[src/rtl/mastermind_scoreboard.sv]
// mastermind_scoreboard
// Game bookkeeping behind the Mastermind scoring datapath: counts scored
// guesses, decides win/loss, keeps a guess history and drives registered
// display data for the latest or a reviewed round.
module mastermind_scoreboard #(
    parameter int unsigned MAX_GUESSES = 8,
    parameter int unsigned BLINK_DIV   = 25_000_000
) (
    input  logic        clk,
    input  logic        resetn,
    input  logic        new_game,
    input  logic        score_valid,
    input  logic [11:0] guess,
    input  logic [2:0]  red,
    input  logic [2:0]  white,
    input  logic        review_en,
    input  logic [3:0]  review_sel,
    output logic        accept,
    output logic        win,
    output logic        lose,
    output logic [3:0]  guess_count,
    output logic        score_err,
    output logic [11:0] disp_guess,
    output logic [2:0]  disp_red,
    output logic [2:0]  disp_white,
    output logic        blink
);

    localparam int unsigned BW = (BLINK_DIV > 1) ? $clog2(BLINK_DIV) : 1;

    typedef enum logic [1:0] {
        PLAYING,
        WON,
        LOST
    } state_t;

    state_t        state;
    logic [BW-1:0] blink_cnt;
    logic [17:0]   hist [MAX_GUESSES];

    logic [3:0]    rw_sum;
    logic          score_ok;
    logic          do_write;
    logic [3:0]    sel_idx;
    logic          sel_valid;
    logic [17:0]   sel_entry;

    // Status flags decode straight from the state register
    always_comb begin
        accept = (state == PLAYING);
        win    = (state == WON);
        lose   = (state == LOST);
    end

    // Score legality check and history write enable
    always_comb begin
        rw_sum   = {1'b0, red} + {1'b0, white};
        score_ok = (red <= 3'd4) && (white <= 3'd4) && (rw_sum <= 4'd4);
        do_write = score_valid && !new_game && (state == PLAYING) && score_ok;
    end

    // Game state, guess counter, error pulse and blink generator
    always_ff @(posedge clk or negedge resetn) begin
        if (!resetn) begin
            state       <= PLAYING;
            guess_count <= '0;
            score_err   <= 1'b0;
            blink       <= 1'b0;
            blink_cnt   <= '0;
        end else begin
            score_err <= 1'b0;
            if (new_game) begin
                state       <= PLAYING;
                guess_count <= '0;
                blink       <= 1'b0;
                blink_cnt   <= '0;
            end else begin
                case (state)
                    PLAYING: begin
                        blink <= 1'b0;
                        if (score_valid) begin
                            if (score_ok) begin
                                guess_count <= guess_count + 4'd1;
                                // win is tested first so a 4-red final guess wins
                                if (red == 3'd4) begin
                                    state     <= WON;
                                    blink     <= 1'b1;
                                    blink_cnt <= '0;
                                end else if (guess_count + 4'd1 == 4'(MAX_GUESSES)) begin
                                    state <= LOST;
                                    blink <= 1'b1;
                                end
                            end else begin
                                score_err <= 1'b1;
                            end
                        end
                    end
                    WON: begin
                        if (blink_cnt == BW'(BLINK_DIV - 1)) begin
                            blink_cnt <= '0;
                            blink     <= ~blink;
                        end else begin
                            blink_cnt <= blink_cnt + 1'b1;
                        end
                    end
                    LOST: begin
                        blink <= 1'b1;
                    end
                    default: begin
                        state <= PLAYING;
                    end
                endcase
            end
        end
    end

    // History storage, written at the current count on an accepted score
    always_ff @(posedge clk) begin
        for (int unsigned i = 0; i < MAX_GUESSES; i++) begin
            if (do_write && (guess_count == 4'(i))) begin
                hist[i] <= {guess, red, white};
            end
        end
    end

    // Select the displayed entry; entries at or beyond the count read as zero
    always_comb begin
        sel_idx   = review_en ? review_sel : (guess_count - 4'd1);
        sel_valid = review_en ? (review_sel < guess_count) : (guess_count != 4'd0);
        sel_entry = '0;
        for (int unsigned i = 0; i < MAX_GUESSES; i++) begin
            if (sel_idx == 4'(i)) begin
                sel_entry = hist[i];
            end
        end
    end

    // Registered display outputs, one cycle behind count/history
    always_ff @(posedge clk or negedge resetn) begin
        if (!resetn) begin
            disp_guess <= '0;
            disp_red   <= '0;
            disp_white <= '0;
        end else if (sel_valid) begin
            {disp_guess, disp_red, disp_white} <= sel_entry;
        end else begin
            {disp_guess, disp_red, disp_white} <= '0;
        end
    end

endmodule

[config.mk]
export PLATFORM = sky130hd
export DESIGN_NAME = mastermind_scoreboard
export DESIGN_NICKNAME = d
export VERILOG_FILES = /design/src/rtl/mastermind_scoreboard.sv
export SDC_FILE = /design/constraint.sdc
export NUM_CORES = 1
export LEC_CHECK = 0
export CAP_MARGIN = 20
export CORE_MARGIN = 2
export CORE_UTILIZATION = 60
export DETAILED_ROUTE_END_ITERATION = 8
export PLACE_DENSITY = 0.84
export SLEW_MARGIN = 10
export SYNTH_ARGS = -nofsm -noshare
export SYNTH_HDL_FRONTEND = slang
export SYNTH_SLANG_ARGS = --single-unit
[constraint.sdc]
create_clock -name clk -period 7.69 [get_ports clk]
set_input_delay 1.538 -clock clk [delete_from_list [all_inputs] [get_ports clk]]
set_output_delay 1.538 -clock clk [all_outputs]
set_load 0.005 [all_outputs]
==> results by group <==
STA
  – Clk_skew: ~0.012 ns
  – Hold WS: 0.535 ns
  – Slew headroom: 24.4%
  – Maximum achievable frequency: about 200 MHz
  – Setup TNS: 0 ns
  – Final worst-path cycle share: between 60% and 70%
  – Worst-Margin Slew: between 1 and 1.5 ns
  – RSZ-0062 raised after global routing: no
  – Fin crit period: 5.03 ns
  – Final Setup Violations: 0
  – Final Hold Vio Count: 0
  – Final slew viol count: 0

Synth
  – Post-synthesis net count: 719
  – Share of the synthesized area in the top cell type: 50.5%
  – Mapped Area: 8560 sq um
  – Syn_area_per_cell: about 13 sq um
  – Top cells by area, synth: edfxtp_1, dfrtp_1, nor2_1
  – Syn. warnings: 0
  – Async SR Flop Fraction: 26.2%
  – Sequential area share after synthesis: 65.4%
  – Register bit total from synthesis: around 200
  – Number of synthesized flops with an enable pin: 144
  – Yosys top cell by area: edfxtp_1
  – Library cells used by synthesis: 63
  – Main synth FF type: edfxtp_1
  – Mapped Cells: 677

Placement
  – Post-DP Area: 9200 sq um
  – Port-buffer cells: 53
  – Placed wire-length estimate: 12700 um
  – RePlAce Congestion: approximately 0.85

Clocking
  – Worst-path clk slew: 0.07 ns
  – CTS tree: yes
  – CTS max path bufs: 2
  – Post-CTS setup buffer count: 0
  – H-tree depth: 4
  – CTS Root Cell: clkbuf_16
  – CTS Buf Count: 17
  – Post-CTS Hold Fix Bufs: 0
  – CTS sink count: 195
  – Post_cts resized: 0
  – Clk_lat worst skew: 0.44 ns

Power
  – Clk pwr share: 38.4%
  – Internal power: 1.64 mW
  – PwrDens: ~220 nW/um^2
  – Combinational Power Share: ~8%
  – Flop pwr share: 53.4%
  – Leakage: 3.39 nW
  – Psw: 0.496 mW
  – Sw frac: 23.2%
  – Max VDD drop: approximately 0.18 mV

Cells and area
  – Share of layout cells above drive strength 1: 6.97%
  – Layout fillers: between 900 and 1000
  – Layout net count: between 700 and 800
  – ANT cells: 0
  – Fin area: around 9700 sq um
  – Synth-to-layout area growth: 13.7%

Hold path
  – Worst Hold Class: flop to flop

Drt
  – Routed length per instance: about 22 um
  – Vias: 6002
  – DRT antenna net count: 0
  – DRC: 0
  – Drt first-iter violations: around 740
  – Vias per cell: 6.58
  – First-pass DRT Iterations: 6
  – Final WL: 19600 um

Worst setup path
  – Kind of critical path: input pin to flop
  – Max Fanout on Critical Path: 18
  – CP Capture Type: flop
  – CP startpoint kind: input pin
  – Critical path data arrival time: 5.09 ns
  – Critical Path RT: 7.75 ns

Global route
  – Number of global-route vias before repair: 5790
  – Initial antenna violation count: 0
  – GRT Util Overall: 27.3%
  – First-pass GRT wire length: 30700 um
  – Largest net degree at the start of global routing: 52
  – Overflow after GRT: 0

Floorplan
  – Die ar.: 15200 sq um
  – Cell Rows: 43
  – Die X: 123 um
  – Initial core utilization: 61.5%
  – Io pins: 54
  – Die Height: 123 um
  – Core ar.: 13900 sq um

Flow run
  – Max-Cap Viols: 0

Run status
  – Outcome: complete, no violations
cell usage after synthesis, types with 15 or more instances:
| cell | instances |
|---|---|
| a211oi_1 | 30 |
| a21o_1 | 16 |
| a21oi_1 | 21 |
| a221oi_1 | 27 |
| buf_2 | 16 |
| clkbuf_1 | 16 |
| dfrtp_1 | 51 |
| edfxtp_1 | 144 |
| inv_1 | 27 |
| nand2_1 | 45 |
| nand3_1 | 15 |
| nor2_1 | 70 |
| nor3_1 | 15 |
| nor4_1 | 19 |
| o22ai_1 | 18 |
power by group through the flow:
stage	registers [mW]	clock network, mW	logic (mW)
2_1_floorplan	1.17	0	0.0960
3_3_place_gp	1.17	0	0.165
3_5_place_dp	1.17	0	0.171
4_1_cts	1.14	0.824	0.172
5_1_grt	1.14	0.869	0.189
6_report	1.14	0.822	0.175
path summary, 6_finish.rpt:
path,start,endpoint,slack (ns),cells after the start
worst max-delay path,red[0],hist[1][71],2.66,9
worst min-delay path,hist[1][56],disp_white[2],0.53,2
worst max register to register,guess_count[0],disp_guess[4],3.58,9
worst min register to register,hist[1][56],disp_white[2],0.53,2
max in group asynchronous,resetn,blink_cnt[13],6.05,2
min in group asynchronous,resetn,disp_guess[0],1.21,2
logic make-up after synthesis:
| group | after synthesis | synth area share [%] |
|---|---|---|
| AND/OR/NAND/NOR | 228 | 13.6 |
| flip-flops | 195 | 65.4 |
| AO/OA/AOI/OAI | 147 | 12.7 |
| buffers and inverters | 66 | 3.39 |
| XOR/XNOR | 25 | 2.56 |
| adder cells (fa/ha/maj) | 15 | 2.28 |
| multiplexers | 1 | 0.117 |
sequential cells by signal (all words and copies together), names as in the netlist:
register and cells:
blink 1, blink_cnt 25, disp_guess 12, disp_red 3, disp_white 3, guess_count 4
hist 144, score_err 1, state 2
per-stage QoR:
stage	util [%]	total power, mW	instances	worst slack (ns)
4_1_cts	69.9	2.14	912	2.73
5_1_grt	69.9	2.20	912	2.44
2_1_floorplan	-	1.26	677	3.66
3_5_place_dp	66.0	1.34	881	2.31
3_3_place_gp	66.0	1.33	881	2.45
6_report	69.9	2.14	912	2.66
cells in the final DEF (no fill, tap or decap), types with 10 or more instances in the layout:
master	count
edfxtp_1	144
nor2_1	70
clkdlybuf4s50_1	52
dfrtp_1	51
nand2_1	45
a211oi_1	30
inv_1	27
a221oi_1	27
a21oi_1	21
nor4_1	19
o22ai_1	18
clkbuf_16	17
a21o_1	16
nand3_1	15
nor3_1	15
xor2_1	14
ha_1	14
nand4_1	13
xnor2_1	11
and2_1	10
routing by layer:
layer | vias to the layer above | share of wire (%) | GRT usage, % | routed length, um
met2 | 387 | 48 | 42.5 | 9400
met4 | 0 | 2.0 | 10.8 | 387
met5 | - | 0 | 0 | 0
li1 | 2654 | - | - | -
met3 | 50 | 11 | 6.09 | 2090
met1 | 2911 | 39 | 37.8 | 7740
critical path, cell delays in order:
cell and delay, ns:
clkdlybuf4s50_1 0.79, ha_1 0.29, fa_1 0.43, nor2_1 0.11, nor2_1 0.10, nor3_2 0.27, nand3_1 0.27, nor4_1 0.46
and2_1 0.82
layout make-up:
type	instances	area [sq um]	area share [%]
repair buffers	62	593	6.09
clock inverters	13	111	1.14
multi-input cells	416	2670	27.5
flip-flops and latches	195	5600	57.5
clock buffers	18	429	4.41
inverters	28	105	1.08
well taps	180	225	2.31
(Power assumes the default switching activity.)
